--- config.mk ---
export PLATFORM = sky130hd
export DESIGN_NAME = modexp
export DESIGN_NICKNAME = d
export VERILOG_FILES = /design/src/rtl/rsa_pkg.sv /design/src/rtl/monpro.sv /design/src/rtl/modexp.sv
export SDC_FILE = /design/constraint.sdc
export NUM_CORES = 2
export LEC_CHECK = 0
export BUFFER_PORTS_ARGS = -buffer_cell sky130_fd_sc_hd__clkbuf_2
export CORE_MARGIN = 8
export CORE_UTILIZATION = 30
export CTS_BUF_LIST = sky130_fd_sc_hd__clkbuf_4 sky130_fd_sc_hd__clkbuf_8 sky130_fd_sc_hd__clkbuf_16
export DETAILED_ROUTE_END_ITERATION = 8
export GPL_ROUTABILITY_DRIVEN = 0
export RECOVER_POWER = 50
export SLEW_MARGIN = 20
export SYNTH_ARGS = -nofsm -noshare
export SYNTH_HDL_FRONTEND = slang
export SYNTH_SLANG_ARGS = --single-unit
--- constraint.sdc ---
create_clock -name clk -period 6.7 [get_ports clk]
set_input_delay 0.67 -clock clk [delete_from_list [all_inputs] [get_ports clk]]
set_output_delay 0.67 -clock clk [all_outputs]
set_load 0.01 [all_outputs]
--- src/rtl/rsa_pkg.sv ---
// Shared types and defaults for the RSA modular-exponentiation datapath.
package rsa_pkg;

    // Default operand width for modexp and monpro.
    localparam int RSA_DATAWIDTH = 64;

    // Bit-serial Montgomery multiplier control.
    typedef enum logic [1:0] {
        MP_IDLE = 2'd0,
        MP_RUN  = 2'd1,
        MP_FIN  = 2'd2
    } monpro_state_t;

    // Left-to-right square-and-multiply exponentiation control.
    typedef enum logic [2:0] {
        IDLE = 3'd0,
        MBAR = 3'd1,
        XBAR = 3'd2,
        SQR  = 3'd3,
        MUL  = 3'd4,
        POST = 3'd5,
        FIX  = 3'd6,
        DONE = 3'd7
    } modexp_state_t;

endpackage

--- src/rtl/monpro.sv ---
// Bit-serial Montgomery product U = A*B*2^-DATAWIDTH mod N (result < 2N).
// One multiplier bit per cycle, plus one capture cycle and one output cycle.
module monpro
    import rsa_pkg::*;
#(
    parameter int DATAWIDTH = RSA_DATAWIDTH
) (
    input  logic                 clk,
    input  logic                 rstn,
    input  logic                 start,
    output logic                 ready,
    input  logic [DATAWIDTH-1:0] i_A,
    input  logic [DATAWIDTH-1:0] i_B,
    input  logic [DATAWIDTH-1:0] i_N,
    output logic                 o_valid,
    output logic [DATAWIDTH-1:0] o_U
);
    localparam int CW = $clog2(DATAWIDTH);

    monpro_state_t        state_q, state_d;
    logic [DATAWIDTH-1:0] a_q, a_d, b_q, b_d, n_q, n_d;
    // Two guard bits: the accumulator can reach u + B + N with B < 2N.
    logic [DATAWIDTH+1:0] u_q, u_d, t1, t2;
    logic [CW-1:0]        cnt_q, cnt_d;
    logic [DATAWIDTH-1:0] u_sub;

    // State and datapath registers with synchronous active-low reset.
    always_ff @(posedge clk) begin
        if (!rstn) begin
            state_q <= MP_IDLE;
            a_q     <= '0;
            b_q     <= '0;
            n_q     <= '0;
            u_q     <= '0;
            cnt_q   <= '0;
        end else begin
            state_q <= state_d;
            a_q     <= a_d;
            b_q     <= b_d;
            n_q     <= n_d;
            u_q     <= u_d;
            cnt_q   <= cnt_d;
        end
    end

    // Next state: add B if the current A bit is set, add N to make it even, halve.
    always_comb begin
        state_d = state_q;
        a_d     = a_q;
        b_d     = b_q;
        n_d     = n_q;
        u_d     = u_q;
        cnt_d   = cnt_q;
        t1      = u_q + (a_q[0] ? {2'b00, b_q} : '0);
        t2      = t1 + (t1[0] ? {2'b00, n_q} : '0);
        case (state_q)
            MP_IDLE: begin
                if (start) begin
                    a_d     = i_A;
                    b_d     = i_B;
                    n_d     = i_N;
                    u_d     = '0;
                    cnt_d   = '0;
                    state_d = MP_RUN;
                end
            end
            MP_RUN: begin
                u_d   = t2 >> 1;
                a_d   = a_q >> 1;
                cnt_d = cnt_q + CW'(1);
                if (cnt_q == CW'(DATAWIDTH - 1)) state_d = MP_FIN;
            end
            MP_FIN:  state_d = MP_IDLE;
            default: state_d = MP_IDLE;
        endcase
    end

    // One conditional subtraction keeps the product below 2N so it fits DATAWIDTH bits.
    assign u_sub   = u_q[DATAWIDTH-1:0] - n_q;
    assign o_U     = (u_q >= {2'b00, n_q}) ? u_sub : u_q[DATAWIDTH-1:0];
    assign o_valid = (state_q == MP_FIN);
    assign ready   = (state_q == MP_IDLE) && !start;

endmodule

--- src/rtl/modexp.sv ---
// Modular exponentiation C = M^E mod N via Montgomery products, MSB-first
// over all DATAWIDTH exponent bits, with a final one-step reduction.
module modexp
    import rsa_pkg::*;
#(
    parameter int DATAWIDTH = RSA_DATAWIDTH
) (
    input  logic                 clk,
    input  logic                 rstn,
    input  logic                 start,
    output logic                 ready,
    output logic                 o_valid,
    input  logic [DATAWIDTH-1:0] i_M,
    input  logic [DATAWIDTH-1:0] i_E,
    input  logic [DATAWIDTH-1:0] i_N,
    input  logic [DATAWIDTH-1:0] i_R2,
    output logic [DATAWIDTH-1:0] o_C
);
    localparam int KW = $clog2(DATAWIDTH);

    modexp_state_t        state_q, state_d;
    logic [DATAWIDTH-1:0] m_q, m_d, e_q, e_d, n_q, n_d, r2_q, r2_d;
    logic [DATAWIDTH-1:0] mbar_q, mbar_d, xbar_q, xbar_d, c_q, c_d;
    logic [KW-1:0]        k_q, k_d;
    logic                 mp_start_q, mp_start_d;
    logic                 mp_ready, mp_valid;
    logic [DATAWIDTH-1:0] mp_a, mp_b, mp_U;
    logic [DATAWIDTH:0]   diff;

    monpro #(.DATAWIDTH(DATAWIDTH)) u_monpro (
        .clk     (clk),
        .rstn    (rstn),
        .start   (mp_start_q),
        .ready   (mp_ready),
        .i_A     (mp_a),
        .i_B     (mp_b),
        .i_N     (n_q),
        .o_valid (mp_valid),
        .o_U     (mp_U)
    );

    // Control and operand registers with synchronous active-low reset.
    always_ff @(posedge clk) begin
        if (!rstn) begin
            state_q    <= IDLE;
            m_q        <= '0;
            e_q        <= '0;
            n_q        <= '0;
            r2_q       <= '0;
            mbar_q     <= '0;
            xbar_q     <= '0;
            c_q        <= '0;
            k_q        <= '0;
            mp_start_q <= 1'b0;
        end else begin
            state_q    <= state_d;
            m_q        <= m_d;
            e_q        <= e_d;
            n_q        <= n_d;
            r2_q       <= r2_d;
            mbar_q     <= mbar_d;
            xbar_q     <= xbar_d;
            c_q        <= c_d;
            k_q        <= k_d;
            mp_start_q <= mp_start_d;
        end
    end

    // Multiplier operands follow the state; they are sampled on the monpro start cycle.
    always_comb begin
        mp_a = xbar_q;
        mp_b = xbar_q;
        case (state_q)
            MBAR: begin mp_a = m_q;              mp_b = r2_q;             end
            XBAR: begin mp_a = DATAWIDTH'(1);    mp_b = r2_q;             end
            MUL:  begin mp_a = mbar_q;           mp_b = xbar_q;           end
            POST: begin mp_a = xbar_q;           mp_b = DATAWIDTH'(1);    end
            default: ;
        endcase
    end

    // Sequencing: each product state launches one monpro run on entry and waits for valid.
    always_comb begin
        state_d    = state_q;
        m_d        = m_q;
        e_d        = e_q;
        n_d        = n_q;
        r2_d       = r2_q;
        mbar_d     = mbar_q;
        xbar_d     = xbar_q;
        c_d        = c_q;
        k_d        = k_q;
        mp_start_d = 1'b0;
        diff       = {1'b0, xbar_q} - {1'b0, n_q};
        case (state_q)
            IDLE: begin
                if (start) begin
                    m_d        = i_M;
                    e_d        = i_E;
                    n_d        = i_N;
                    r2_d       = i_R2;
                    c_d        = '0;
                    mp_start_d = 1'b1;
                    state_d    = MBAR;
                end
            end
            MBAR: begin
                if (mp_valid) begin
                    mbar_d     = mp_U;
                    mp_start_d = 1'b1;
                    state_d    = XBAR;
                end
            end
            XBAR: begin
                if (mp_valid) begin
                    xbar_d     = mp_U;
                    k_d        = KW'(DATAWIDTH - 1);
                    mp_start_d = 1'b1;
                    state_d    = SQR;
                end
            end
            SQR, MUL: begin
                if (mp_valid) begin
                    xbar_d     = mp_U;
                    mp_start_d = 1'b1;
                    if (state_q == SQR && e_q[k_q]) begin
                        state_d = MUL;
                    end else if (k_q == '0) begin
                        state_d = POST;
                    end else begin
                        k_d     = k_q - KW'(1);
                        state_d = SQR;
                    end
                end
            end
            POST: begin
                if (mp_valid) begin
                    xbar_d  = mp_U;
                    state_d = FIX;
                end
            end
            FIX: begin
                // A borrow out of the top bit means X < N, so X is already reduced.
                c_d     = diff[DATAWIDTH] ? xbar_q : diff[DATAWIDTH-1:0];
                state_d = DONE;
            end
            DONE:    state_d = IDLE;
            default: state_d = IDLE;
        endcase
    end

    assign o_C     = c_q;
    assign o_valid = (state_q == DONE);
    assign ready   = (state_q == IDLE) && !start;

endmodule
[After elaboration in Yosys (flattened, before gate mapping)]
Cells that the tools add are included.
Word-level totals
  input bits: 259
  output and inout port bits: 66
  word-level logic and storage cells: 100
  register bits: 724
Cells by class
  mux-type cells: 35
  magnitude comparators: 2
  reductions and logical operators: 22
  equal/unequal tests: 19
  add/subtract/negate cells: 6
Operator list (count)
  $mux W64: 6
  $pmux W64 S2: 3
  $pmux W64 S3: 1
  $add A66 B66 Y66: 2
  $pmux W66 S2: 1
  $ge A66 B64 Y1: 1
  $mux W66: 1
  $sub A64 B64 Y65: 1
  $sub A64 B64 Y64: 1
  $mux W6: 5
  $pmux W6 S2: 2
  $mux W3: 7
  $pmux W3 S7: 1
  $ne A2 B2 Y1 const B: 8
  $reduce_and A2 Y1: 7
  $eq A3 B3 Y1 const B: 4
  $reduce_and A5 Y1: 2
  $reduce_or A4 Y1: 2
  $lt A6 B7 Y1 const B: 1
  $add A6 B1 Y6 const B: 1
  $bmux W1 S6: 1
  $eq A3 B2 Y1 const B: 2
  $eq A6 B6 Y1 const B: 1
  $logic_not A6 Y1: 1
  other kinds (15): 22

[Longest topological paths before layout]
  depth after elaboration: 6
  mapped depth: 31
  gate-level depth less buffers: 29

[Hierarchy]
A second synthesis with hierarchy kept.
Second synthesis, totals
  cells, all modules: 6247
  area total of the unflattened synthesis: 46450.8 µm²
By module, submodules not included
  modexp: cells each 3189, times used 1, sequential area each 9168.8 µm², area each 23789.1 µm²
  monpro: cells each 3058, times used 1, sequential area each 5305.1 µm², area each 22661.7 µm²

[Worst setup path after synthesis]
No wires, ideal clock.
  path type: register to register
  from: register u_monpro.a_q[0]
  to: register u_monpro.u_q[57]
  setup slack: 0.957 ns
  data required time: 6.583 ns
  arrival time: 5.625 ns
  stages on the path, launching flop included: 29
  library setup time: 0.117 ns
  path buffers: 2
  period minus slack after synthesis: 5.743 ns
  cells stage by stage: dfxtp_1 > clkbuf_1 > clkbuf_1 > and2_1 > ha_1 > inv_1 > o21bai_1 > a31o_2 > a2111oi_0 > a21oi_1 > nor2_1 > o21ai_1 > a311oi_1 > o21ai_1 > a21oi_1 > xnor2_1 > ha_1 > a21o_1 > a21o_1 > a21oi_1 > o21ai_0 > a21o_1 > a21oi_1 > a21bo_2 > a221o_1 > nand4_1 > nand2b_1 > xor2_1 > a32o_1
On the way
  word-level cells in the longest chain between the ends: 5
RTL lines
  start: declaration: RTL line monpro.sv:21  | logic [DATAWIDTH-1:0] a_q, a_d, b_q, b_d, n_q, n_d;
  start signal: assignment: RTL line monpro.sv:31  | a_q <= '0;
  start signal: assignment: RTL line monpro.sv:38  | a_q <= a_d;
  $mux W64 *: RTL line monpro.sv:54  | t1 = u_q + (a_q[0] ? {2'b00, b_q} : '0);
  $add A66 B66 Y66 *: RTL line monpro.sv:54
  $mux W64: RTL line monpro.sv:55  | t2 = t1 + (t1[0] ? {2'b00, n_q} : '0);
  $add A66 B66 Y66 *: RTL line monpro.sv:55
  $pmux W66 S2 *: RTL line monpro.sv:56  | case (state_q)
  end signal: assignment: RTL line monpro.sv:41  | u_q <= u_d;
  end: declaration: RTL line monpro.sv:23  | logic [DATAWIDTH+1:0] u_q, u_d, t1, t2;
Mark *: on every way between the ends. The rest lies on a longest branch, timed or not.
A chain may end at the register's enable or synchronous reset.

[Worst setup path in the final report]
Ends and elaborated chain as after synthesis.

==> flow_metrics.env <==
export IMPL_cts_reportedPaths_clkPinSlew_ns=0.06
export IMPL_dr_pass1_iters=7
export IMPL_irDropWorstVdd_uv=201
export IMPL_maxClockFrequency_mhz=161
export IMPL_grt_use_total_pct=18.8
export IMPL_grt_max_degree=210
export IMPL_post_cts_resized=0
export IMPL_vias=42800
export IMPL_finalHoldViolCount=0
export IMPL_rows=140
export IMPL_ys_warn_count=0
export IMPL_arrival_ns=6.79
export IMPL_finalSetupTns_ns=0
export IMPL_wl_per_cell_um=20.1
export IMPL_clk_latency_ns=0.70
export IMPL_synth_largest_area_cell="dfxtp_1"
export IMPL_synth_fa_ha_area_share_pct=7.58
export IMPL_synth_top_cells_by_count="nand2_1 (971), a21oi_1 (831), dfxtp_1 (723)"
export IMPL_post_synth_top_count_cell="nand2_1"
export IMPL_whs_ns=0.201
export IMPL_power_frac_comb_pct=27.9
export IMPL_cts_buffers=77
export IMPL_cts_tree="yes"
export IMPL_pin_count=325
export IMPL_io_buffers=324
export IMPL_rr_startpoint="u_monpro.a_q[0]"
export IMPL_period_needed_ns=6.23
export IMPL_cp_max_fo=19
export IMPL_synth_ff_type="dfxtp_1"
export IMPL_cts_buffer_depth=3
export IMPL_grt_pass1_wl_um=236000
export IMPL_synth_seq_cells=723
export IMPL_synth_top_family_by_area="compound AO/OA/AOI/OAI gates"
export IMPL_p_leak_nw=20.5
export IMPL_drc=0
export IMPL_fp_dieW_um=398
export IMPL_synthCells=5801
export IMPL_synth_xor_area_share_pct=4.62
export IMPL_overflow=0
export IMPL_postRouteAntennaNets=0
export IMPL_synth_nets=6323
export IMPL_worst_pin_slew_ns=4.39
export IMPL_setup_worst_path_start_class="flop"
export IMPL_num_fill_cells=15500
export IMPL_skew_ns=0.0361
export IMPL_yosysSeqAreaShare_pct=33.0
export IMPL_p_per_area_mw_per_mm2=271
export IMPL_die_h_um=398
export IMPL_antenna_found_initial=16
export IMPL_wirelength_um=158000
export IMPL_p_seq_share_pct=37.1
export IMPL_cts_sinks=723
export IMPL_fin_nets=6374
export IMPL_ys_types=99
export IMPL_drive_gt1_share_pct=9.08
export IMPL_slew_viol_final=689
export IMPL_worst_ep_required_time_ns=7.26
export IMPL_synthMuxAreaShare_pct=2.07
export IMPL_hold_path_class="input port to flop"
export IMPL_cts_root_buf="clkbuf_16"
export IMPL_initial_utilization_pct=30.1
export IMPL_violations="max-capacitance violations, max-slew violations"
export IMPL_setup_viol=0
export IMPL_netlist_area_mm2=0.0438
export IMPL_outcome="complete, but fails checks"
export IMPL_htree_levels=3
export IMPL_startpoint="u_monpro.a_q[0]"
export IMPL_fin_crit_sh_pct=93.0
export IMPL_switching_share_pct=35.6
export IMPL_internal_power_mw=8.64
export IMPL_yosys_area_top_type_share_pct=33.0
export IMPL_postCtsSetupBuffers=0
export IMPL_yosys_area_share_simple_pct=21.1
export IMPL_clockPowerShare_pct=35.0
export IMPL_hpwl_um=120000
export IMPL_synth_compound_area_share_pct=26.4
export IMPL_grt_pass1_vias=39500
export IMPL_drt_iter0_drc=3578
export IMPL_async_flop_share_pct=0
export IMPL_cts_hold_buf=0
export IMPL_drv_cap=11
export IMPL_synth_edff_count=0
export IMPL_coreArea_mm2=0.145
export IMPL_maxSlewHeadroom_pct=-192
export IMPL_min_from="i_E[14]"
export IMPL_synthToLayoutAreaGrowth_pct=12.9
export IMPL_power_switching_mw=4.77
export IMPL_rsz0062_at_grt="no"
export IMPL_synth_area_leaders="dfxtp_1 (33%), a21oi_1 (9.5%), nand2_1 (8.3%), ha_1 (7.4%), o21ai_0 (3.5%)"
export IMPL_syn_avg_cell_area_um2=7.56
export IMPL_crit_type="flop to flop"
export IMPL_dieArea_mm2=0.159
export IMPL_end_kind="flop"
export IMPL_viasPerCell=5.45
## per-layer routing
metal  share of wire, %  vias up  global-route usage [%]
met4                6.0       10                    9.34
met5              0.044        -                       0
li1                   -    20600                       -
met1                 42    20200                    23.6
met3                6.5      396                    3.62
met2                 45     1517                    30.8
## worst max-delay path, cell delays in order, from the launching register on
cell	delay, ns
dfxtp_1	0.35
buf_4	0.22
and2_1	0.18
ha_1	0.42
o21ai_0	0.12
o2bb2ai_1	0.15
o21a_1	0.20
or4_1	0.52
a21oi_2	0.24
nor2_1	0.11
o21ai_1	0.32
a311oi_2	0.20
o21ai_1	0.25
a21oi_1	0.12
xnor2_1	0.14
ha_1	0.35
a21o_1	0.18
a21o_1	0.16
a21oi_1	0.21
o21ai_0	0.15
a21o_1	0.19
a21oi_1	0.12
a21bo_2	0.25
a221o_1	0.35
nand4_1	0.12
nand2b_1	0.07
xor2_1	0.14
a32o_1	0.25
## registers in the layout, summed over array words and instances, names as in the netlist, 3 cells and up
name	count
e_q	64
mbar_q	64
r2_q	64
state_q	3
o_C	64
u_monpro.b_q	64
xbar_q	64
m_q	64
u_monpro.n_q	64
k_q	6
u_monpro.cnt_q	6
u_monpro.a_q	64
u_monpro.u_q	65
n_q	64
## cell usage in the layout, fill, tap and decap left out, drive strengths merged, types with 12 or more instances in the layout
cell type | Yosys | layout
nand4 | 70 | 70
nor2b | 33 | 33
o21bai | 52 | 52
clkinv | 0 | 17
and2 | 144 | 144
o211ai | 14 | 14
a211o | 12 | 12
buf | 52 | 43
a21o | 173 | 173
nand2b | 35 | 35
inv | 193 | 197
ha | 259 | 259
nand2 | 971 | 971
xor2 | 98 | 98
mux2i | 39 | 39
a221o | 66 | 66
o31ai | 18 | 18
o21a | 21 | 21
and3 | 34 | 34
nor3 | 234 | 234
a211oi | 92 | 92
a31oi | 33 | 33
a21boi | 12 | 12
clkbuf | 353 | 442
a21oi | 835 | 835
o21ai | 336 | 336
dfxtp | 723 | 723
xnor2 | 133 | 133
a22o | 18 | 18
nand3 | 97 | 97
mux4 | 21 | 21
a221oi | 77 | 77
nor2 | 398 | 398
## through the flow
stage                     utilization [%]  power [mW]  setup slack [ns]  instances  instance area (um^2)
final                                34.0        13.4             0.471       7840                 49500
after global routing                 34.0        14.1            0.0236       7835                 49500
after CTS                            34.1        13.4             0.311       7834                 49600
after detailed placement             32.2        8.72             0.380       7690                 46800
after global placement               32.2        8.68             0.428       7690                 46800
after floorplan                         -        7.57             0.957       5801                 43800
## logic make-up after synthesis
group | after synthesis
AND/OR/NAND/NOR | 2072
adder cells (fa/ha/maj) | 263
multiplexers | 64
XOR/XNOR | 231
flip-flops | 723
buffers and inverters | 598
AO/OA/AOI/OAI | 1850
## power groups by stage
stage | clock network, mW | registers [mW] | logic (mW)
2_1_floorplan | 0 | 4.85 | 2.72
3_5_place_dp | 0 | 5.05 | 3.66
3_3_place_gp | 0 | 5.05 | 3.64
5_1_grt | 4.95 | 4.99 | 4.12
6_report | 4.69 | 4.97 | 3.75
4_1_cts | 4.76 | 4.96 | 3.69
## path summary, 6_finish.rpt
| check | depth (start not counted) | end | slack (ns) |
|---|---|---|---|
| max reg2reg | 27 | u_monpro.u_q[57] | 0.47 |
| min reg2reg | 2 | o_C[53] | 0.45 |
| max | 27 | u_monpro.u_q[57] | 0.47 |
| min | 3 | e_q[14] | 0.20 |
## area by class of cell
type,count,area [um^2],share of cell area [%]
multi-input combinational,4480,27100,54.8
timing repair buffer,377,1940,3.93
tap,1917,2400,4.85
inverter,193,732,1.48
clock buffer,108,2290,4.63
antenna,6,15.0,0.0303
sequential,723,14500,29.2
clock inverter,36,494,0.999
(Power assumes the default switching activity.)
